===== src/rtl/svga_timing.sv =====
`default_nettype none
// ============================================================================
//  Module      : svga_timing
//  Description : SVGA raster timing generator. Free-running horizontal and
//                vertical counters with registered sync, blanking, data-enable
//                and end-of-line / end-of-frame pulses, all aligned to the
//                counter values shown in the same cycle.
//                Optional macro SVGA_TIMING_CE_EN adds a pixel clock enable
//                input (pix_ce) that gates every counter advance.
//  Revision    : 1.0  initial release
// ============================================================================
module svga_timing #(
  parameter int H_VISIBLE = 800,
  parameter int H_FRONT   = 40,
  parameter int H_SYNC    = 128,
  parameter int H_BACK    = 88,
  parameter int V_VISIBLE = 600,
  parameter int V_FRONT   = 1,
  parameter int V_SYNC    = 4,
  parameter int V_BACK    = 23
) (
  input  logic        clk,
  input  logic        reset,
`ifdef SVGA_TIMING_CE_EN
  input  logic        pix_ce,
`endif
  output logic [10:0] hpos,
  output logic [9:0]  vpos,
  output logic        hsync,
  output logic        vsync,
  output logic        hblank,
  output logic        vblank,
  output logic        de,
  output logic        next_vertical,
  output logic        next_frame
);

  localparam int H_TOTAL = H_VISIBLE + H_FRONT + H_SYNC + H_BACK;
  localparam int V_TOTAL = V_VISIBLE + V_FRONT + V_SYNC + V_BACK;

  localparam logic [10:0] H_LAST     = 11'(H_TOTAL - 1);
  localparam logic [10:0] H_VIS_END  = 11'(H_VISIBLE);
  localparam logic [10:0] HS_START   = 11'(H_VISIBLE + H_FRONT);
  localparam logic [10:0] HS_END     = 11'(H_VISIBLE + H_FRONT + H_SYNC);
  localparam logic [9:0]  V_LAST     = 10'(V_TOTAL - 1);
  localparam logic [9:0]  V_VIS_END  = 10'(V_VISIBLE);
  localparam logic [9:0]  VS_START   = 10'(V_VISIBLE + V_FRONT);
  localparam logic [9:0]  VS_END     = 10'(V_VISIBLE + V_FRONT + V_SYNC);

  // running is low during reset and for the first cycle after it, so that
  // cycle loads the flags for position (0,0) without moving the counters.
  logic        running;
  logic        ce;
  logic        advance;
  logic [10:0] hpos_nxt;
  logic [9:0]  vpos_nxt;
  logic        line_end_q;
  logic        frame_end_q;

`ifdef SVGA_TIMING_CE_EN
  assign ce = pix_ce;
`else
  assign ce = 1'b1;
`endif

  assign advance = running & ce;

  // Next counter values; flags are decoded from these so they line up with
  // the counters they describe once both are registered.
  always_comb begin
    hpos_nxt = hpos;
    vpos_nxt = vpos;
    if (advance) begin
      if (hpos == H_LAST) begin
        hpos_nxt = 11'd0;
        vpos_nxt = (vpos == V_LAST) ? 10'd0 : 10'(vpos + 10'd1);
      end else begin
        hpos_nxt = 11'(hpos + 11'd1);
      end
    end
  end

  // Counter and flag registers; everything holds while the enable is low.
  always_ff @(posedge clk) begin
    if (reset) begin
      running     <= 1'b0;
      hpos        <= 11'd0;
      vpos        <= 10'd0;
      hsync       <= 1'b0;
      vsync       <= 1'b0;
      hblank      <= 1'b1;
      vblank      <= 1'b1;
      de          <= 1'b0;
      line_end_q  <= 1'b0;
      frame_end_q <= 1'b0;
    end else if (!running || ce) begin
      running     <= 1'b1;
      hpos        <= hpos_nxt;
      vpos        <= vpos_nxt;
      hsync       <= (hpos_nxt >= HS_START) && (hpos_nxt < HS_END);
      vsync       <= (vpos_nxt >= VS_START) && (vpos_nxt < VS_END);
      hblank      <= (hpos_nxt >= H_VIS_END);
      vblank      <= (vpos_nxt >= V_VIS_END);
      de          <= (hpos_nxt < H_VIS_END) && (vpos_nxt < V_VIS_END);
      line_end_q  <= (hpos_nxt == H_LAST);
      frame_end_q <= (hpos_nxt == H_LAST) && (vpos_nxt == V_LAST);
    end
  end

`ifdef SVGA_TIMING_CE_EN
  // Pulses only count on cycles that actually advance.
  assign next_vertical = line_end_q & pix_ce;
  assign next_frame    = frame_end_q & pix_ce;
`else
  assign next_vertical = line_end_q;
  assign next_frame    = frame_end_q;
`endif

endmodule
`default_nettype wire

===== config.mk =====
export PLATFORM = sky130hd
export DESIGN_NAME = svga_timing
export DESIGN_NICKNAME = d
export VERILOG_FILES = /design/src/rtl/svga_timing.sv
export SDC_FILE = /design/constraint.sdc
export NUM_CORES = 1
export LEC_CHECK = 0
export ABC_AREA = 1
export CAP_MARGIN = 0
export CORE_ASPECT_RATIO = 1.1
export CORE_UTILIZATION = 35
export DETAILED_ROUTE_END_ITERATION = 7
export GPL_ROUTABILITY_DRIVEN = 0
export GPL_TIMING_DRIVEN = 0
export PLACE_DENSITY = 0.54
export RECOVER_POWER = 50
export SLEW_MARGIN = 40
export SYNTH_ARGS = -nofsm -noshare
export SYNTH_HDL_FRONTEND = slang
export SYNTH_SLANG_ARGS = --single-unit

===== constraint.sdc =====
create_clock -name clk -period 1.9 [get_ports clk]
set_input_delay 0.285 -clock clk [delete_from_list [all_inputs] [get_ports clk]]
set_output_delay 0.285 -clock clk [all_outputs]
set_load 0.02 [all_outputs]

Word level (Yosys, flattened, before mapping)
Index checks and enable logic that the tools add are counted. W data, S select, Z words.

$lt $le $gt $ge: 8. Add/subtract/negate cells: 2. Equal/unequal tests: 4. Mux-type cells: 6. Reductions and logical operators: 4.

Operators with widths (number): $mux W10 (3); $eq A11 B11 Y1 const B (2); $ge A11 B10 Y1 const B (2); $lt A11 B10 Y1 const B (2); $mux W11 (2); $eq A10 B10 Y1 const B (2); $ge A10 B10 Y1 const B (2); $lt A10 B10 Y1 const B (2); $add A11 B1 Y11 const B (1); $add A10 B1 Y10 const B (1); $logic_and A1 B1 Y1 (4); $mux W1 (1).

Word-level logic and storage cells: 34. Input bits: 2. Register bits: 29. Output and inout port bits: 28.

Logic depth before layout (Yosys ltp)
Gate-level depths: netlist of the first run.

Depth after elaboration: 6. Depth in mapped cells: 15. Mapped depth without buffers: 15.

Worst setup path after synthesis of the first run
Ideal clock, no wire load.

Path type: register to register. Start point: reg hpos[1]. End point: reg de. Data required time: 1789 ps. Cell stages (with the launch flop): 15. Buffers on the path: 0. Arrival: 1760 ps. Library setup time: 111 ps. Slack: 29 ps. Period minus slack after synthesis: 1871 ps. Cells stage by stage: dfxtp_1 > ha_1 > nand2_1 > inv_2 > nand3_2 > nor2_4 > nand3_1 > nor2_1 > nand2_1 > nand2_2 > nand3_2 > nor2_4 > nand2_1 > nand2_1 > nor2_1.

Word-level cells in the longest chain between the ends: 5. Elaborated cells on any way between the ends: 9. Classes of those cells: add/sub: 1; order compare: 2; eq/ne: 1; mux: 4; reduce/logical: 1.

RTL lines: from (decl) (RTL line 27) `output logic [10:0] hpos,`; from (signal assigned) (RTL line 98) `hpos <= hpos_nxt;`; $add A11 B1 Y11 / $eq A11 B11 Y1 (equally long branches) (RTL line 78, 74); $mux W11 / $mux W10 (equally long branches) (RTL line 74) `if (hpos == H_LAST) begin`; $mux W11 / $mux W10 (equally long branches) (RTL line 73) `if (advance) begin`; $lt A11 B10 Y1 / $lt A10 B10 Y1 (equally long branches) (RTL line 104) `de <= (hpos_nxt < H_VIS_END) && (vpos_nxt < V_VIS_END);`; $logic_and A1 B1 Y1 * (RTL line 104); to (signal assigned) (RTL line 104); to (decl) (RTL line 33) `output logic de,`.

Every way passes the cells marked *; elsewhere a longest branch is shown, timed or not. A chain may end at the register's enable or synchronous reset.

Worst setup path after layout of the first run
Start point: reg hpos[0]. End point: reg frame_end_q, in the netlist next_frame.

Word-level cells in the longest chain between the ends: 5. Elaborated cells on any way between the ends: 9. Classes of those cells: add/sub: 1; eq/ne: 3; mux: 4; reduce/logical: 1.

RTL lines: $add A11 B1 Y11 / $eq A11 B11 Y1 (equally long branches) (RTL line 78, 74); $mux W11 / $mux W10 (equally long branches) (RTL line 74); $mux W11 / $mux W10 (equally long branches) (RTL line 73); $eq A11 B11 Y1 / $eq A10 B10 Y1 (equally long branches) (RTL line 106) `frame_end_q <= (hpos_nxt == H_LAST) && (vpos_nxt == V_LAST);`; $logic_and A1 B1 Y1 * (RTL line 106); to (signal assigned) (RTL line 106); to (decl) (RTL line 58) `logic frame_end_q;`.

Marks and branches as above.

==> results.py, run 1 <==
metrics = {
    "status": {
        "status": "finished clean",
    },
    "setup_path": {
        "cpPeakStageDelay_ns": 0.37,
        "rr_startpoint": "hpos[0]",
        "crit_family": "simple AND/OR/NAND/NOR gates",
        "crit_chain": "ha_4 -> nand2_4 -> nor2_4 -> nand3_4 -> nor2_4 -> nand2_2 -> o21ai_2 -> nand3_2 -> nand3b_1 -> nor2_1",
        "arrival_ns": 2.06,
        "crit_fanout": 5,
        "cp_slowest_cell": "dfxtp_2",
        "crit_start": "hpos[0]",
        "cpMostUsedCell": "nor2_4",
        "cp.required_ns": 2.13,
        "critPathCaptureType": "register",
        "timing_worst_setup_path_type": "reg2reg",
        "path_buf_inv": 0,
        "cp-start-kind": "register",
    },
    "routing": {
        "vias_per_cell": 4.99,
        "drt-total-wl_microns": 4710,
        "dr.pass1.iters": 6,
        "wire_per_inst_microns": 12.9,
        "drc": 0,
        "vias": 1815,
        "ant_nets": 0,
        "drtIter0Drc": 77,
    },
    "sta": {
        "fin_setup_tns_ns": 0,
        "rsz0062_at_grt": "true",
        "hold_violations": 0,
        "maxSlewHeadroom_pct": 67.1,
        "slew_viol_final": 0,
        "min_period_ns": 1.83,
        "fmax_ghz": 0.547,
        "setup_viol": 0,
        "tightestPinTransition_ns": 0.493,
        "skew_ns": 0.0103,
        "post-route-period-util_pct": 96.3,
    },
    "logic_synthesis": {
        "synth-seq-cells": 29,
        "synth.cell_area_sq_um": 1700,
        "synth_cells": 264,
        "yosysSeqAreaShare_pct": 34.2,
        "yosys_warnings": 0,
        "ys.flop_type": "dfxtp_1",
        "synth_cell_types": 27,
        "syn_nets": 268,
        "syn_avg_cell_area_sq_um": 6.43,
        "synth-edff-count": 0,
        "async_flop_share_pct": 0,
    },
    "die": {
        "dieHeight_microns": 75.1,
        "rows": 26,
        "initial_core_util_pct": 36.5,
        "die_area_sq_um": 5130,
        "io_pins": 30,
        "die_x_microns": 68.4,
        "core-area_sq_um": 4650,
    },
    "place": {
        "port_buffers": 28,
        "hpwl_microns": 3440,
        "place_area_sq_um": 2050,
    },
    "global_routing": {
        "grt_pass1_wl_microns": 7380,
        "antenna_found_initial": 0,
        "grt_overflow": 0,
        "grt.total_usage_pct": 19.8,
        "grt_pass1_vias": 1574,
        "grt_max_degree": 11,
    },
    "pwr": {
        "finalPower_w": 0.00148,
        "max-vdd-ir-drop_mv": 0.339,
        "p_per_area_nw_per_um2": 609,
        "p_leak_nw": 1.00,
    },
    "finish": {
        "post-route-util_pct": 52.1,
        "fin_nets": 311,
        "regMostFlops": "hpos",
        "top_regs": "hpos (11), vpos (10)",
        "fin_area_sq_um": 2420,
        "syn2layout_area_growth_pct": 42.8,
        "antennaDiodeCount": 0,
        "drive_gt1_share_pct": 26.9,
        "largest_reg_flops": 11,
    },
    "cts": {
        "clk-insertion-delay-late_ns": 0.29,
        "clock_sinks": 29,
        "cts_hold_buf": 0,
        "cts_tree": "built",
        "path_clk_slew_ns": 0.07,
        "root_buffer": "clkbuf_8",
        "clockBufferDepth": 2,
        "cts_buffers": 5,
        "h-tree-depth": 2,
    },
    "min_path": {
        "min-delay-start": "reset",
        "hp-class": "in2reg",
    },
    "run": {
        "max_cap_viol_count": 0,
    },
}
[area by class of cell]
class / count / area, sq um
Buffer: 5 / 27.5
Clock buffer: 5 / 68.8
Clock inverter: 3 / 65.1
Fill cell: 476 / 2230
Inverter: 31 / 119
Multi-Input combinational cell: 199 / 1140
Sequential cell: 29 / 596
Tap cell: 56 / 70.1
Timing Repair Buffer: 36 / 340
[stage by stage]
step                hold WS (ns)  setup slack [ns]  instances
detailed placement         0.529           -0.0520        348
global placement           0.525           -0.0530        348
global route               0.488           -0.0414        364
CTS                        0.475            0.0121        356
floorplan                  0.590            0.0291        264
finish                     0.443            0.0703        364
[synthesized netlist by cell type, types with 2 or more instances]
| library cell | count | area share (%) |
|---|---|---|
| nand2_2 | 2 | 0.74 |
| nor2_1 | 48 | 11 |
| inv_2 | 9 | 2.0 |
| nand2_1 | 73 | 16 |
| nor2_4 | 5 | 3.3 |
| ha_1 | 2 | 1.5 |
| a21oi_1 | 4 | 1.2 |
| clkbuf_1 | 3 | 0.66 |
| nand4_1 | 8 | 2.9 |
| nor3_1 | 7 | 2.1 |
| nor3_2 | 2 | 1.2 |
| inv_1 | 21 | 4.6 |
| dfxtp_1 | 29 | 34 |
| nand3_2 | 6 | 3.5 |
| nand3b_1 | 5 | 2.2 |
| o21ai_1 | 6 | 1.8 |
| nand3_1 | 19 | 5.6 |
| nor2_2 | 6 | 2.2 |
[timing repair]
| item | in CTS | in global routing |
|---|---|---|
| buffers inserted | 0 | 8 |
| resized for setup | 13 | 38 |
| setup endpoints to repair | 6 | 7 |
| pin swaps | 1 | 17 |
[path summary, 6_finish.rpt]
path,to,slack (ns),depth (start not counted)
max,next_frame,0.07,10
min,vpos[6],0.44,2
min reg2reg,hpos[1],0.53,2
max reg2reg,next_frame,0.07,10
[metal layers]
| metal | routed length (microns) | up-vias | GRT usage (%) |
|---|---|---|---|
| li1 | - | 926 | - |
| met2 | 2330 | 39 | 33.0 |
| met5 | 0 | - | 0 |
| met1 | 2140 | 841 | 24.1 |
| met3 | 146 | 9 | 4.85 |
| met4 | 93 | 0 | 8.33 |
[where the power goes]
part	internal [W]	switching, W
logic	0.0000264	0.0000397
clock network	0.000521	0.000272
registers	0.000613	0.00000549
[cell usage in the layout (no fill, tap or decap), drive strengths merged]
| cell | synthesis | final |
|---|---|---|
| a21oi | 5 | 5 |
| and3 | 1 | 1 |
| buf | 2 | 10 |
| bufinv | 0 | 2 |
| clkbuf | 3 | 8 |
| clkdlybuf4s50 | 0 | 28 |
| clkinv | 1 | 2 |
| dfxtp | 29 | 29 |
| ha | 2 | 2 |
| inv | 30 | 30 |
| nand2 | 75 | 75 |
| nand3 | 25 | 25 |
| nand3b | 5 | 5 |
| nand4 | 8 | 8 |
| nor2 | 59 | 59 |
| nor3 | 9 | 9 |
| nor4 | 1 | 1 |
| o21ai | 8 | 8 |
| xor2 | 1 | 1 |
[logic make-up after synthesis]
kind of cell / share of synthesized area (%)
flops: 34.2
buf+inv: 8.25
compound gates: 4.27
fa+ha+maj: 1.47
simple gates: 51.3
xor+xnor: 0.516
(Power assumes the default switching activity.)
==> inputs of run 2 (changes only) <==
ABC_CLOCK_PERIOD_IN_PS = 1900   (was default)
==> results of run 2 <==
No change in the layout: final DEF, timing and power equal those of run 1.
==> inputs of run 3 (changes only) <==
ABC_CLOCK_PERIOD_IN_PS = 1750   (was 1900)
clock period = 1.75 ns   (was 1.9 ns; I/O delays follow)
==> run 3 against run 2 <==
Largest power group unchanged. Core utilization increased by 1.8 points. Critical path type unchanged. Combinational power increased by 20%. Sequential share of layout area decreased by 0.63 points. Die area unchanged. Register-to-register slack got worse by 0.06 ns. Worst setup slack got worse by 0.064 ns.
==> results.py, run 3 (synthesis gave the netlist of run 1 again) <==
metrics = {
    "sta": {
        "post-route-period-util_pct": 99.7,
        "tightestPinTransition_ns": 0.497,
        "rsz0062_at_grt": "true",
        "hold_slack_ns": 0.438,
        "fin_setup_tns_ns": 0,
        "fmax_ghz": 0.573,
        "setup_slack_ns": 0.00607,
        "min_period_ns": 1.74,
        "skew_ns": 0.00509,
        "slew_viol_final": 0,
        "setup_viol": 0,
        "maxSlewHeadroom_pct": 66.9,
        "hold_violations": 0,
    },
    "setup_path": {
        "cp.required_ns": 1.98,
        "cp_slowest_cell": "dfxtp_4",
        "crit_chain": "ha_4 -> nand2_8 -> nor2_4 -> nand3_4 -> nor2_4 -> nand2_2 -> o21ai_2 -> nand3_2 -> nand3b_1 -> nor2_1",
        "cpMostUsedCell": "nor2_4",
        "timing_worst_setup_path_type": "reg2reg",
        "critPathCaptureType": "register",
        "path_buf_inv": 0,
        "cp-start-kind": "register",
        "crit_fanout": 5,
        "arrival_ns": 1.97,
        "cpPeakStageDelay_ns": 0.36,
        "crit_family": "simple AND/OR/NAND/NOR gates",
    },
    "routing": {
        "wl_met3_microns": 184,
        "highest_layer": "met4",
        "ant_nets": 0,
        "drc": 0,
        "drt-total-wl_microns": 4880,
        "wire_per_inst_microns": 13.1,
        "dr.pass1.iters": 4,
        "met1_length_microns": 2130,
        "drtIter0Drc": 114,
        "vias": 1848,
        "vias_per_cell": 4.95,
        "wl_met2_microns": 2480,
    },
    "global_routing": {
        "grt_overflow": 0,
        "grt_pass1_vias": 1693,
        "grt_pass1_wl_microns": 8010,
        "antenna_found_initial": 0,
        "grt_max_degree": 11,
        "grt.total_usage_pct": 21.6,
    },
    "finish": {
        "fin_nets": 320,
        "syn2layout_area_growth_pct": 47.8,
        "final_cell_mix": "nand2_1 (60), nor2_1 (38), clkdlybuf4s50_1 (28)",
        "top_regs": "hpos (11), vpos (10)",
        "instances_no_fill": 373,
        "antennaDiodeCount": 0,
        "nFillCells": 467,
        "drive_gt1_share_pct": 31.5,
        "layout_commonest_cell": "nand2_1",
        "regMostFlops": "hpos",
        "largest_reg_flops": 11,
    },
    "pwr": {
        "max-vdd-ir-drop_mv": 0.363,
        "p_per_area_nw_per_um2": 640,
        "finalPower_w": 0.00161,
        "p_leak_nw": 1.01,
    },
    "cts": {
        "clockBufferDepth": 2,
        "clock_sinks": 29,
        "cts_tree": "built",
        "h-tree-depth": 2,
        "path_clk_slew_ns": 0.07,
        "cts_buffers": 5,
        "clk-insertion-delay-late_ns": 0.29,
        "root_buffer": "clkbuf_8",
        "cts_hold_buf": 0,
    },
    "status": {
        "status": "finished clean",
    },
    "die": {
        "die_x_microns": 68.4,
        "initial_core_util_pct": 36.5,
        "rows": 26,
        "io_pins": 30,
        "dieHeight_microns": 75.1,
        "die_area_sq_um": 5130,
        "core-area_sq_um": 4650,
    },
    "place": {
        "hpwl_microns": 3390,
        "port_buffers": 28,
        "dp_cells": 348,
        "post-place-ws_ns": -0.125,
    },
    "run": {
        "max_cap_viol_count": 0,
    },
    "min_path": {
        "hp-class": "in2reg",
    },
}
[run 3: worst reg2reg max path: cells and delay by family, from the launching register on]
kind                     cells  cell delay (ns)
AO/OA/AOI/OAI                1             0.14
adder cells (fa/ha/maj)      1             0.16
flip-flops                   1             0.36
AND/OR/NAND/NOR              8             1.03
[run 3: power breakdown]
| part | switching (W) | total (W) | internal, W |
|---|---|---|---|
| registers | 0.00000553 | 0.000671 | 0.000665 |
| clock network | 0.000290 | 0.000856 | 0.000566 |
| logic | 0.0000456 | 0.0000790 | 0.0000334 |
[run 3: worst paths after layout]
| kind | from | end | slack (ns) | cells after the start |
|---|---|---|---|---|
| setup / recovery | hpos[0] | next_frame | 0.006 | 10 |
| hold / removal | reset | vpos[6] | 0.44 | 2 |
| setup reg to reg | hpos[0] | next_frame | 0.006 | 10 |
| hold reg to reg | hpos[2] | hpos[2] | 0.59 | 2 |
[run 3: per-layer routing]
| layer | global-route usage (%) | vias up |
|---|---|---|
| met2 | 37.6 | 51 |
| met3 | 4.55 | 8 |
| met5 | 0 | - |
| li1 | - | 947 |
| met1 | 26.3 | 842 |
| met4 | 6.25 | 0 |
[run 3: cell type report]
class                           instances  area, sq um  area share [%]
Multi-Input combinational cell        199         1150            45.9
Sequential cell                        29          601            23.9
Timing Repair Buffer                   45          408            16.3
Inverter                               31          119            4.74
Tap cell                               56         70.1            2.79
Clock buffer                            5         68.8            2.74
Clock inverter                          3         65.1            2.59
Buffer                                  5         27.5            1.10
[run 3: through the flow]
stage	utilization (%)	cell area, sq um
floorplan	-	1710
global placement	44.2	2060
detailed placement	44.2	2060
CTS	51.8	2410
global route	54.0	2510
finish	54.0	2510
[run 3: timing repair]
item,in CTS,in global routing
pin swaps,22,18
setup endpoints to repair,7,9
resized for setup,38,16
setup buffers,10,7
